**src/rtl/verificador_paridade.sv**
```systemverilog
// -----------------------------------------------------------------------------
// verificador_paridade
// Checks the parity of 9-bit words (8 data + 1 parity bit), passes the data
// downstream through a one-deep valid/ready register, and tracks link health.
// Health tracking uses a saturating error counter and a three-state FSM:
//   OK -> SUSPEITO after an errored word.
//   SUSPEITO -> FALHA after LIMIAR consecutive errored words (sticky).
//   SUSPEITO -> OK after a good word.
//
// Parameters
//   PARIDADE_IMPAR : 0 = even parity, 1 = odd parity (XOR of all 9 bits)
//   LIMIAR         : consecutive errored words that latch FALHA (1..15)
//
// Ports
//   clk            : clock, rising edge
//   rst            : synchronous reset, active high
//   entrada        : received word, [7:0] data, [8] parity
//   entrada_valida : upstream word valid
//   entrada_pronta : block can take a word this cycle
//   limpar         : clears error counter, consecutive count and FSM
//   dados          : registered data bits
//   dados_validos  : output word valid
//   dados_pronto   : downstream accepts the output word
//   erro_paridade  : parity error flag travelling with dados
//   contador_erros : saturating count of accepted errored words
//   estado         : FSM state, OK=00 SUSPEITO=01 FALHA=10
//   falha          : high while estado == FALHA
// -----------------------------------------------------------------------------
module verificador_paridade #(
    parameter int PARIDADE_IMPAR = 0,
    parameter int LIMIAR         = 3
) (
    input  logic       clk,
    input  logic       rst,
    input  logic [8:0] entrada,
    input  logic       entrada_valida,
    output logic       entrada_pronta,
    input  logic       limpar,
    output logic [7:0] dados,
    output logic       dados_validos,
    input  logic       dados_pronto,
    output logic       erro_paridade,
    output logic [7:0] contador_erros,
    output logic [1:0] estado,
    output logic       falha
);

    typedef enum logic [1:0] {
        ST_OK       = 2'b00,
        ST_SUSPEITO = 2'b01,
        ST_FALHA    = 2'b10
    } estado_t;

    localparam logic       PAR_BIT = 1'(PARIDADE_IMPAR);
    localparam logic [3:0] LIM     = 4'(LIMIAR);

    logic [7:0] dados_q;
    logic       vld_q;
    logic       erro_q;
    logic [7:0] cnt_q,    cnt_d;
    logic [3:0] consec_q, consec_d;
    estado_t    estado_q, estado_d;

    logic       aceita;
    logic       conta;
    logic       erro_entrada;
    logic [3:0] consec_inc;

    // Reset forces ready high: nothing is held while reset is active, and
    // anything offered is dropped because acceptance is masked by rst.
    assign entrada_pronta = rst || !vld_q || dados_pronto;
    assign aceita         = entrada_valida && entrada_pronta && !rst;
    // A word taken together with limpar still flows out but is invisible
    // to the health tracking.
    assign conta          = aceita && !limpar;
    assign erro_entrada   = (^entrada) != PAR_BIT;
    assign consec_inc     = (consec_q == 4'hF) ? 4'hF : consec_q + 4'd1;

    // Output register: load on accept, drop valid on drain without refill.
    always_ff @(posedge clk) begin
        if (rst) begin
            dados_q <= 8'd0;
            vld_q   <= 1'b0;
            erro_q  <= 1'b0;
        end else if (aceita) begin
            dados_q <= entrada[7:0];
            erro_q  <= erro_entrada;
            vld_q   <= 1'b1;
        end else if (dados_pronto) begin
            vld_q   <= 1'b0;
        end
    end

    always_ff @(posedge clk) begin
        if (rst) begin
            estado_q <= ST_OK;
            cnt_q    <= 8'd0;
            consec_q <= 4'd0;
        end else begin
            estado_q <= estado_d;
            cnt_q    <= cnt_d;
            consec_q <= consec_d;
        end
    end

    always_comb begin
        estado_d = estado_q;
        cnt_d    = cnt_q;
        consec_d = consec_q;
        if (limpar) begin
            estado_d = ST_OK;
            cnt_d    = 8'd0;
            consec_d = 4'd0;
        end else if (conta) begin
            if (erro_entrada) begin
                cnt_d    = (cnt_q == 8'hFF) ? cnt_q : cnt_q + 8'd1;
                consec_d = consec_inc;
            end else begin
                consec_d = 4'd0;
            end
            unique case (estado_q)
                ST_OK, ST_SUSPEITO: begin
                    // From OK the incremented count is 1, so LIMIAR==1
                    // jumps straight to FALHA through the same compare.
                    if (erro_entrada)
                        estado_d = (consec_inc >= LIM) ? ST_FALHA : ST_SUSPEITO;
                    else
                        estado_d = ST_OK;
                end
                ST_FALHA: estado_d = ST_FALHA;
                default:  estado_d = ST_OK;
            endcase
        end
    end

    assign dados          = dados_q;
    assign dados_validos  = vld_q;
    assign erro_paridade  = erro_q;
    assign contador_erros = cnt_q;
    assign estado         = estado_q;
    assign falha          = (estado_q == ST_FALHA);

endmodule

```
**config.mk**
```make
export PLATFORM = sky130hd
export DESIGN_NAME = verificador_paridade
export DESIGN_NICKNAME = d
export VERILOG_FILES = /design/src/rtl/verificador_paridade.sv
export SDC_FILE = /design/constraint.sdc
export NUM_CORES = 1
export LEC_CHECK = 0
export ABC_CLOCK_PERIOD_IN_PS = 3700
export CAP_MARGIN = 40
export CORE_AREA = 2 2 54 56
export CTS_CLUSTER_DIAMETER = 200
export DETAILED_ROUTE_END_ITERATION = 7
export DIE_AREA = 0 0 56 58
export DONT_BUFFER_PORTS = 1
export RECOVER_POWER = 50
export SLEW_MARGIN = 25
export SYNTH_ARGS = -nofsm -noshare
export SYNTH_HDL_FRONTEND = slang
export SYNTH_SLANG_ARGS = --single-unit
```
**constraint.sdc**
```tcl
create_clock -name clk -period 3.7 [get_ports clk]
set_input_delay 0.185 -clock clk [delete_from_list [all_inputs] [get_ports clk]]
set_output_delay 0.185 -clock clk [all_outputs]
set_load 0.01 [all_outputs]
```
==> flow_metrics.py, run 1 <==
metrics = {
    "cts": {
        "cts_hold_buf": 8,
        "cts_buffer_depth": 2,
        "clkLatencyLatePin_ns": 0.32,
        "postCtsSetupRepairBufs": 0,
        "tritoncts": "yes",
        "clkSinkCount": 24,
        "root_buffer": "clkbuf_4",
        "h-tree-depth": 1,
        "clkTransAtPathRegs_ns": 0.14,
        "post_cts_resized": 0,
        "cts_buffers": 3,
    },
    "final_layout": {
        "final_common_cell": "dfxtp_1",
        "fill_cells": 262,
        "diodes": 0,
        "layout-drive-gt1-share": 0.05479,
        "regArea_sq_um": 480.5,
        "final_cell_mix": "dfxtp_1, nand2_1, a21oi_1",
        "final_nets": 163,
        "fin_cells": 177,
        "syn_to_final_growth_pct": 13.43,
        "multi_input_area_sq_um": 646.9,
    },
    "synth": {
        "syn_nets": 155,
        "synth.avg_cell_area_sq_um": 8.443,
        "synth-simple-area-share": 0.2953,
        "synth_top_cell_area_share": 0.4094,
        "synth_cell_type_count": 31,
        "synthAdderAreaFrac": 0.02132,
        "synth.largest_area_cell": "dfxtp_1",
        "synth_top_family_by_area": "simple AND/OR/NAND/NOR gates",
        "synthCells": 139,
        "yosys.area_share.xor_xnor": 0.07143,
        "synth-compound-area-share": 0.1546,
        "yosys_warnings": 0,
        "ys_ff_latch": 24,
        "syn-cell-area_sq_mm": 0.001174,
        "seq_area_frac_synth": 0.4094,
        "synthMuxAreaShare": 0.008529,
        "synth.area.top_cells": "dfxtp_1, nand2_1, nand3b_1",
    },
    "die": {
        "die_h_um": 58,
        "die_w_um": 56,
        "start_util": 0.4408,
        "num_rows": 19,
        "pin_count": 36,
        "core_sq_mm": 0.002663,
        "die-area_sq_mm": 0.003248,
    },
    "power": {
        "cellLeakagePower_nw": 0.4923,
        "irDropWorstVdd_mv": 0.2851,
        "p_total_mw": 0.5737,
        "p_per_area_mw_per_mm2": 431.0,
    },
    "global_routing": {
        "grt_max_degree": 18,
        "grt_use_total": 0.1601,
        "grt_overflow": 0,
        "antenna_found_initial": 0,
        "grt_pass1_wl_um": 4084,
        "grt_pass1_vias": 910,
    },
    "critical_path": {
        "cp.required_ns": 3.95,
        "crit_type": "reg -> reg",
        "slowest_delay_ns": 0.62,
        "end_kind": "flop",
        "cp_max_fo": 17,
        "cp.arrival_ns": 2.16,
        "path_cells": "nor2b_1 > or2_0 > or4_1 > a21oi_1",
        "slowest_stage": "or4_1",
        "cp-start-kind": "flop",
    },
    "sta": {
        "maxSlewViolCount": 0,
        "clock.fmax_ghz": 0.5242,
        "setup_viol": 0,
        "tightest_slew_ns": 0.9446,
        "hold_violations": 0,
        "fin_crit_ns": 1.908,
        "fin_crit_sh": 0.5155,
        "fin_worst_skew_ns": 0.007383,
        "fin_setup_tns_ns": 0,
        "relSlewSlack": 0.3703,
        "rsz0062_at_grt": "no",
    },
    "placement": {
        "routabilityCongestion": 0.7434,
        "dp.cells": 164,
        "port-buffer-count": 0,
        "hpwlAfterDp_um": 1807,
    },
    "min_path": {
        "hold_path.class": "in -> reg",
    },
    "routing": {
        "drt-initial-drc-count": 50,
        "viasPerCell": 6.000,
        "drtAntennaViolNets": 0,
        "wl_um": 2605,
        "drt_first_pass_iters": 4,
        "route.detailed.drc": 0,
        "vias": 1062,
        "wl_per_cell_um": 14.72,
    },
    "status": {
        "outcome": "finished clean",
    },
    "flow_run": {
        "cap_violations": 0,
    },
}
## report_power, final
part	switching (mW)	internal [mW]	leakage (nW)
clock	0.0830	0.110	0.0279
sequential	0.0138	0.270	0.196
combinational	0.0583	0.0393	0.269
## logic make-up (layout without fill, tap and decap cells)
group	count (synthesis)	count (layout)
xor+xnor	8	8
fa+ha+maj	2	2
simple gates	64	64
flops	24	24
compound gates	30	30
buf+inv	10	17
mux	1	1
## area by class of cell
cell class,instances,share of cell area
Timing Repair Buffer,11,0.07895
Clock inverter,1,0.02256
Clock buffer,3,0.01692
Multi-Input combinational cell,105,0.4859
Sequential cell,24,0.3609
Tap cell,31,0.02914
Inverter,2,0.005639
## through the flow
| step | setup WS, ns | cell area [sq um] | utilization | hold slack (ns) |
|---|---|---|---|---|
| 6_report | 1.793 | 1331 | 0.5000 | 0.008764 |
| 5_1_grt | 1.661 | 1331 | 0.5000 | 0.007451 |
| 4_1_cts | 1.959 | 1321 | 0.4962 | 0.01020 |
| 3_5_place_dp | 1.745 | 1189 | 0.4464 | 0.2960 |
| 3_3_place_gp | 1.625 | 1181 | 0.4436 | 0.2862 |
| 2_1_floorplan | 1.955 | 1174 | - | 0.2840 |
## synthesized netlist by cell type
master and instances:
a211oi_1 2, buf_2 1, buf_6 1, nand3_1 7, xnor2_1 5, or3_1 2, and4b_1 1, o41ai_1 2
nand4_1 2, and3_1 1, xor2_1 2, mux2i_1 1, dfxtp_1 24, a31oi_1 2, nand2b_1 3, or4_1 6
or2_2 3, clkbuf_1 5, nor2_1 5, nand2_1 22, xnor3_1 1, and2_1 1, nor2b_1 2, a32oi_1 1
inv_1 2, o31ai_1 5, o21ai_0 6, a21oi_1 12, ha_1 2, buf_1 1, nand3b_1 9
## per-layer routing
metal	vias up	part of all wire	track usage
li1	513	-	-
met1	506	0.44	0.1869
met2	38	0.47	0.2706
met3	5	0.076	0.05804
met4	0	0.013	0.06122
met5	-	0	0
## critical path: cells and delay by family (launching register included)
kind / cells / cell delay (ns)
compound gates: 1 / 0.13
flops: 1 / 0.37
simple gates: 3 / 1.33
## flip-flops by register name (all words and copies together), names as in the netlist
signal and count:
estado 2, dados_validos 1, erro_paridade 1, contador_erros 8, consec_q 4, dados 8
## worst paths after layout
| check | from | slack (ns) | cells past startpoint | end |
|---|---|---|---|---|
| setup / recovery | dados_validos | 1.79 | 4 | estado[0] |
| hold / removal | entrada_valida | 0.009 | 2 | dados_validos |
| setup reg to reg | dados_validos | 1.79 | 4 | estado[0] |
| hold reg to reg | dados[0] | 0.53 | 2 | dados[0] |
(Power assumes the default switching activity.)
==> run 2: changes to the inputs <==
- ABC_AREA: not set -> 1
- ABC_CLOCK_PERIOD_IN_PS: 3700 -> 1800
- CORE_AREA: 2 2 54 56 -> 2 2 56 58
- DIE_AREA: 0 0 56 58 -> 0 0 58 60
- clock period: 3.7 -> 1.8 ns (I/O delays scaled with it)
==> run 2 against run 1 <==
Clock skew fell by 0.0015 ns. Sequential share of layout area fell by 2.9 points. First-iteration DRC count fell by 14%. Maximum frequency rose by 23%. Sequential power rose by 100%. Highest routed layer unchanged. Cell area rose by 8.8%. Via count rose by 13%. Critical endpoint is now contador_erros[0]. Power rose by 68%. Critical path depth rose by 4. Flip-flop and latch count did not move. Clock power rose by 19%.
==> flow_metrics.py, run 2 <==
metrics = {
    "synth": {
        "yosys_warnings": 0,
        "synth.largest_area_cell": "dfxtp_1",
        "synth_cell_type_count": 23,
        "synth.avg_cell_area_sq_um": 6.967,
        "synth_enable_flop_cells": 0,
        "syn_nets": 199,
        "synth_top_cell_area_share": 0.3768,
        "yosysMostFrequentCell": "nand2_1",
        "synth.area.top_cells": "dfxtp_1, nand2_1, nand3_1",
        "synthCells": 183,
        "ys.flop_type": "dfxtp_1",
        "async_reset_ff_frac": 0,
        "seq_area_frac_synth": 0.3768,
        "synth_commonest_cells": "nand2_1, dfxtp_1, nand3_1",
        "syn-cell-area_sq_mm": 0.001275,
        "ys_ff_latch": 24,
    },
    "die": {
        "die_w_um": 58,
        "pin_count": 36,
        "num_rows": 20,
        "die_h_um": 60,
        "start_util": 0.4392,
        "die-area_sq_mm": 0.003480,
        "core_sq_mm": 0.002903,
    },
    "cts": {
        "clkTransAtPathRegs_ns": 0.13,
        "tritoncts": "yes",
        "root_buffer": "clkbuf_4",
        "cts_buffers": 3,
        "post_cts_resized": 0,
        "clkSinkCount": 24,
        "cts_buffer_depth": 2,
        "clkLatencyLatePin_ns": 0.30,
        "h-tree-depth": 1,
    },
    "routing": {
        "vias": 1196,
        "wl_per_cell_um": 12.25,
        "drt-initial-drc-count": 43,
        "route.detailed.drc": 0,
        "drt_first_pass_iters": 4,
        "wl_um": 2830,
        "drtAntennaViolNets": 0,
        "viasPerCell": 5.177,
    },
    "placement": {
        "place_ws_ns": 0.2580,
        "port-buffer-count": 0,
        "routabilityCongestion": 0.7733,
        "postPlaceCellArea_sq_mm": 0.001328,
        "hpwlAfterDp_um": 2039,
    },
    "sta": {
        "whs_ns": 0.002599,
        "fin_worst_skew_ns": 0.005880,
        "hold_violations": 0,
        "setup_viol": 0,
        "fin_crit_ns": 1.554,
        "worst_slack_ns": 0.2460,
        "fin_crit_sh": 0.8634,
        "relSlewSlack": 0.7892,
        "fin_setup_tns_ns": 0,
        "maxSlewViolCount": 0,
        "rsz0062_at_grt": "no",
        "tightest_slew_ns": 0.3150,
        "clock.fmax_ghz": 0.6435,
    },
    "flow_run": {
        "cap_violations": 0,
    },
    "global_routing": {
        "grt_pass1_wl_um": 4643,
        "antenna_found_initial": 0,
        "grt_pass1_vias": 1132,
        "grt_overflow": 0,
        "grt_use_total": 0.1730,
        "grt_max_degree": 15,
    },
    "critical_path": {
        "cp_num_buf_inv": 0,
        "cpLargestDelayFamily": "simple AND/OR/NAND/NOR gates",
        "cp_max_fo": 9,
        "slowest_delay_ns": 0.36,
        "end_kind": "flop",
        "slowest_stage": "dfxtp_1",
        "r2r_slack_ns": 0.25,
        "cp.required_ns": 2.04,
        "path_cells": "ha_1 > nand3_1 > nor2_1 > and3_2 > nor2_8 > nand3_2 > nand2_1 > a21oi_1",
        "cp.arrival_ns": 1.79,
        "reg2reg_depth": 8,
        "cp-start-kind": "flop",
        "reg2reg_from": "contador_erros[0]",
        "reg2reg_to": "contador_erros[0]",
        "crit_type": "reg -> reg",
    },
    "power": {
        "power.switching_mw": 0.2759,
        "p_sw_frac": 0.2855,
        "seqPwrFrac": 0.595,
        "cellLeakagePower_nw": 0.6234,
        "irDropWorstVdd_mv": 0.3728,
        "combPwrFrac": 0.168,
        "internal_power_mw": 0.6906,
        "power.share.clock": 0.237,
        "p_per_area_mw_per_mm2": 667.1,
    },
    "final_layout": {
        "layout-drive-gt1-share": 0.1010,
        "final_nets": 216,
        "regArea_sq_um": 480.5,
        "final_cell_mix": "nand2_1, nand3_1, dfxtp_1",
        "fill_cells": 289,
        "syn_to_final_growth_pct": 13.64,
        "diodes": 0,
        "multi_input_area_sq_um": 689.4,
        "final_common_cell": "nand2_1",
        "design_area_sq_mm": 0.001449,
    },
    "min_path": {
        "hold_depth": 3,
        "whs_endpoint": "consec_q[2]",
        "hold_path.class": "in -> reg",
        "hold_start": "rst",
    },
    "status": {
        "outcome": "finished clean",
    },
}
## run 2: power by group through the flow
| stage | Sequential (mW) | Combinational [mW] | Clock, mW |
|---|---|---|---|
| after floorplan | 0.583 | 0.125 | 0 |
| after global placement | 0.587 | 0.136 | 0 |
| after detailed placement | 0.587 | 0.143 | 0 |
| after CTS | 0.575 | 0.163 | 0.245 |
| after global routing | 0.578 | 0.184 | 0.265 |
| final | 0.575 | 0.162 | 0.229 |
## run 2: repair_timing
| item | CTS | global route |
|---|---|---|
| hold buffers | 11 | 0 |
| buffers inserted | 0 | 0 |
| hold endpoints to repair | 10 | 0 |
## run 2: cells by family after synthesis
family                     after synthesis  synth area share
AOI/OAI and AO/OA                       32            0.1266
xor gates and xnor gates                 8           0.05496
adders and majority gates                2           0.01962
buffers and inverters                   26           0.08244
DFF                                     24            0.3768
and+or+nand+nor                         91            0.3396
## run 2: worst max-delay path by stage
stage	start	to	cells past startpoint
5_1_grt	contador_erros[0]	contador_erros[3]	8
4_1_cts	contador_erros[0]	contador_erros[0]	8
6_report	contador_erros[0]	contador_erros[0]	8
2_1_floorplan	contador_erros[0]	contador_erros[2]	8
3_5_place_dp	contador_erros[0]	contador_erros[0]	8
3_3_place_gp	contador_erros[0]	contador_erros[2]	8
## run 2: per-stage QoR
| stage | cells | total power, mW | utilization |
|---|---|---|---|
| floorplan | 183 | 0.7076 | - |
| global placement | 217 | 0.7228 | 0.4573 |
| detailed placement | 217 | 0.7297 | 0.4573 |
| CTS | 231 | 0.9831 | 0.5030 |
| global route | 231 | 1.027 | 0.4991 |
| finish | 231 | 0.9666 | 0.4991 |
## run 2: layout make-up
type / instances / share of cell area
clock buffer: 3 / 0.01554
inverter: 23 / 0.05959
multi-input combinational: 133 / 0.4758
sequential: 24 / 0.3316
tap: 33 / 0.02850
timing repair buffer: 15 / 0.08895
## run 2: layer usage
| layer | GRT usage | wire length (um) |
|---|---|---|
| met4 | 0.07973 | 30 |
| met5 | 0 | 0 |
| met3 | 0.04113 | 174 |
| met2 | 0.3133 | 1429 |
| met1 | 0.1907 | 1196 |
## run 2: worst min-delay path, delay by kind of cell
kind	cells	cell delay (ns)
compound gates	2	0.12
simple gates	1	0.07
==> run 3: changes to the inputs <==
- RECOVER_POWER: 50 -> not set
==> run 3 against run 2 <==
Cell area increased by 0.78%. Maximum frequency hardly changed. Register-to-register slack barely moved. Via count down 0.42%. Clock power about the same. First-iteration DRC count increased by 2.3%. Routed wire length up 0.11%. Non-clock buffer count unchanged. Cell count unchanged. Critical path depth is the same. Global-route usage unchanged.
==> flow_metrics.py, run 3 (synthesis results as in run 2) <==
metrics = {
    "status": {
        "outcome": "finished clean",
    },
    "global_routing": {
        "grt_use_met3": 0.04113,
        "grt_pass1_vias": 1132,
        "grtUsageMet1": 0.1907,
        "antenna_found_initial": 0,
        "grt_use_total": 0.1730,
        "grt_max_degree": 15,
        "grt_overflow": 0,
        "grt_use_met2": 0.3133,
        "busiest_layer": "met2",
        "grt_pass1_wl_um": 4643,
    },
    "die": {
        "core_sq_mm": 0.002903,
        "pin_count": 36,
        "die-area_sq_mm": 0.003480,
        "num_rows": 20,
        "die_w_um": 58,
        "start_util": 0.4392,
        "die_h_um": 60,
    },
    "power": {
        "seqPwrFrac": 0.594,
        "power.share.clock": 0.237,
        "internal_power_mw": 0.6910,
        "cellLeakagePower_nw": 0.6362,
        "combPwrFrac": 0.169,
        "power.switching_mw": 0.2760,
        "p_sw_frac": 0.2854,
        "p_per_area_mw_per_mm2": 662.2,
        "irDropWorstVdd_mv": 0.3726,
    },
    "critical_path": {
        "slowest_delay_ns": 0.37,
        "cpLargestDelayFamily": "simple AND/OR/NAND/NOR gates",
        "crit_type": "reg -> reg",
        "slowest_stage": "dfxtp_1",
        "cp-start-kind": "flop",
        "cp.required_ns": 2.04,
        "r2r_slack_ns": 0.25,
        "path_cells": "ha_1 > nand3_1 > nor2_1 > and3_2 > nor2_8 > nand3_2 > nand2_1 > a21oi_1",
        "cp.arrival_ns": 1.79,
        "cp_num_buf_inv": 0,
        "end_kind": "flop",
        "cp_max_fo": 9,
    },
    "final_layout": {
        "syn_to_final_growth_pct": 14.52,
        "design_area_sq_mm": 0.001460,
        "layout-drive-gt1-share": 0.1162,
        "final_cell_mix": "nand2_1, nand3_1, dfxtp_1",
        "final_nets": 216,
        "fin_util": 0.5030,
        "final_common_cell": "nand2_1",
        "diodes": 0,
    },
    "sta": {
        "whs_ns": 0.002176,
        "tightest_slew_ns": 0.3133,
        "maxSlewViolCount": 0,
        "fin_worst_skew_ns": 0.006085,
        "rsz0062_at_grt": "no",
        "worst_slack_ns": 0.2458,
        "setup_viol": 0,
        "fin_crit_sh": 0.8634,
        "relSlewSlack": 0.7904,
        "fin_crit_ns": 1.554,
        "clock.fmax_ghz": 0.6434,
        "hold_violations": 0,
        "fin_setup_tns_ns": 0,
    },
    "cts": {
        "clkSinkCount": 24,
        "clkLatencyLatePin_ns": 0.30,
        "clkTransAtPathRegs_ns": 0.13,
        "h-tree-depth": 1,
        "tritoncts": "yes",
        "root_buffer": "clkbuf_4",
        "cts_buffer_depth": 2,
        "post_cts_resized": 0,
        "cts_buffers": 3,
    },
    "routing": {
        "vias": 1191,
        "drt-initial-drc-count": 44,
        "viasPerCell": 5.156,
        "drt_first_pass_iters": 4,
        "wl_um": 2833,
        "drtAntennaViolNets": 0,
        "route.detailed.drc": 0,
        "wl_per_cell_um": 12.26,
    },
    "placement": {
        "routabilityCongestion": 0.7733,
        "postPlaceCellArea_sq_mm": 0.001328,
        "hpwlAfterDp_um": 2039,
        "port-buffer-count": 0,
        "place_ws_ns": 0.2580,
    },
    "flow_run": {
        "cap_violations": 0,
    },
    "min_path": {
        "hold_path.class": "in -> reg",
    },
}
## run 3: changes by cell type in the layout (fill, tap and decap cells not counted), sizes merged
cell / change
buf: +3
clkbuf: -3
## run 3: final timing paths
check | startpoint | end | depth (start not counted)
max | contador_erros[0] | contador_erros[2] | 8
min | rst | consec_q[2] | 3
max reg2reg | contador_erros[0] | contador_erros[2] | 8
min reg2reg | dados[3] | dados[3] | 2
## run 3: power groups by stage
stage / combinational (mW) / clock, mW / sequential (mW)
6_report: 0.163 / 0.229 / 0.575
5_1_grt: 0.184 / 0.265 / 0.578
4_1_cts: 0.163 / 0.245 / 0.575
3_5_place_dp: 0.143 / 0 / 0.587
3_3_place_gp: 0.136 / 0 / 0.587
2_1_floorplan: 0.125 / 0 / 0.583
## run 3: stage by stage
| step | total power [mW] | std cells |
|---|---|---|
| 2_1_floorplan | 0.7076 | 183 |
| 3_3_place_gp | 0.7228 | 217 |
| 3_5_place_dp | 0.7297 | 217 |
| 4_1_cts | 0.9831 | 231 |
| 5_1_grt | 1.027 | 231 |
| 6_report | 0.9669 | 231 |
## run 3: repair_timing
item,in CTS,in global routing
buffers inserted,0,0
hold endpoints to repair,10,0
hold buffers,11,0
## run 3: final cells by class
cell class | instances | area [sq um]
timing repair buffer | 15 | 140.1
fill | 284 | 1443
tap | 33 | 41.29
multi-input combinational | 133 | 689.4
sequential | 24 | 480.5
clock buffer | 3 | 22.52
inverter | 23 | 86.33
## run 3: worst reg2reg max path, delay by kind of cell (launching register included)
family                     cells  cell delay, ns
and+or+nand+nor                6            0.80
DFF                            1            0.37
adders and majority gates      1            0.20
AOI/OAI and AO/OA              1            0.12
## run 3: metal layers
metal,wire [um],up-vias
li1,-,621
met1,1218,540
met2,1418,26
met3,165,4
met4,30,0
met5,0,-
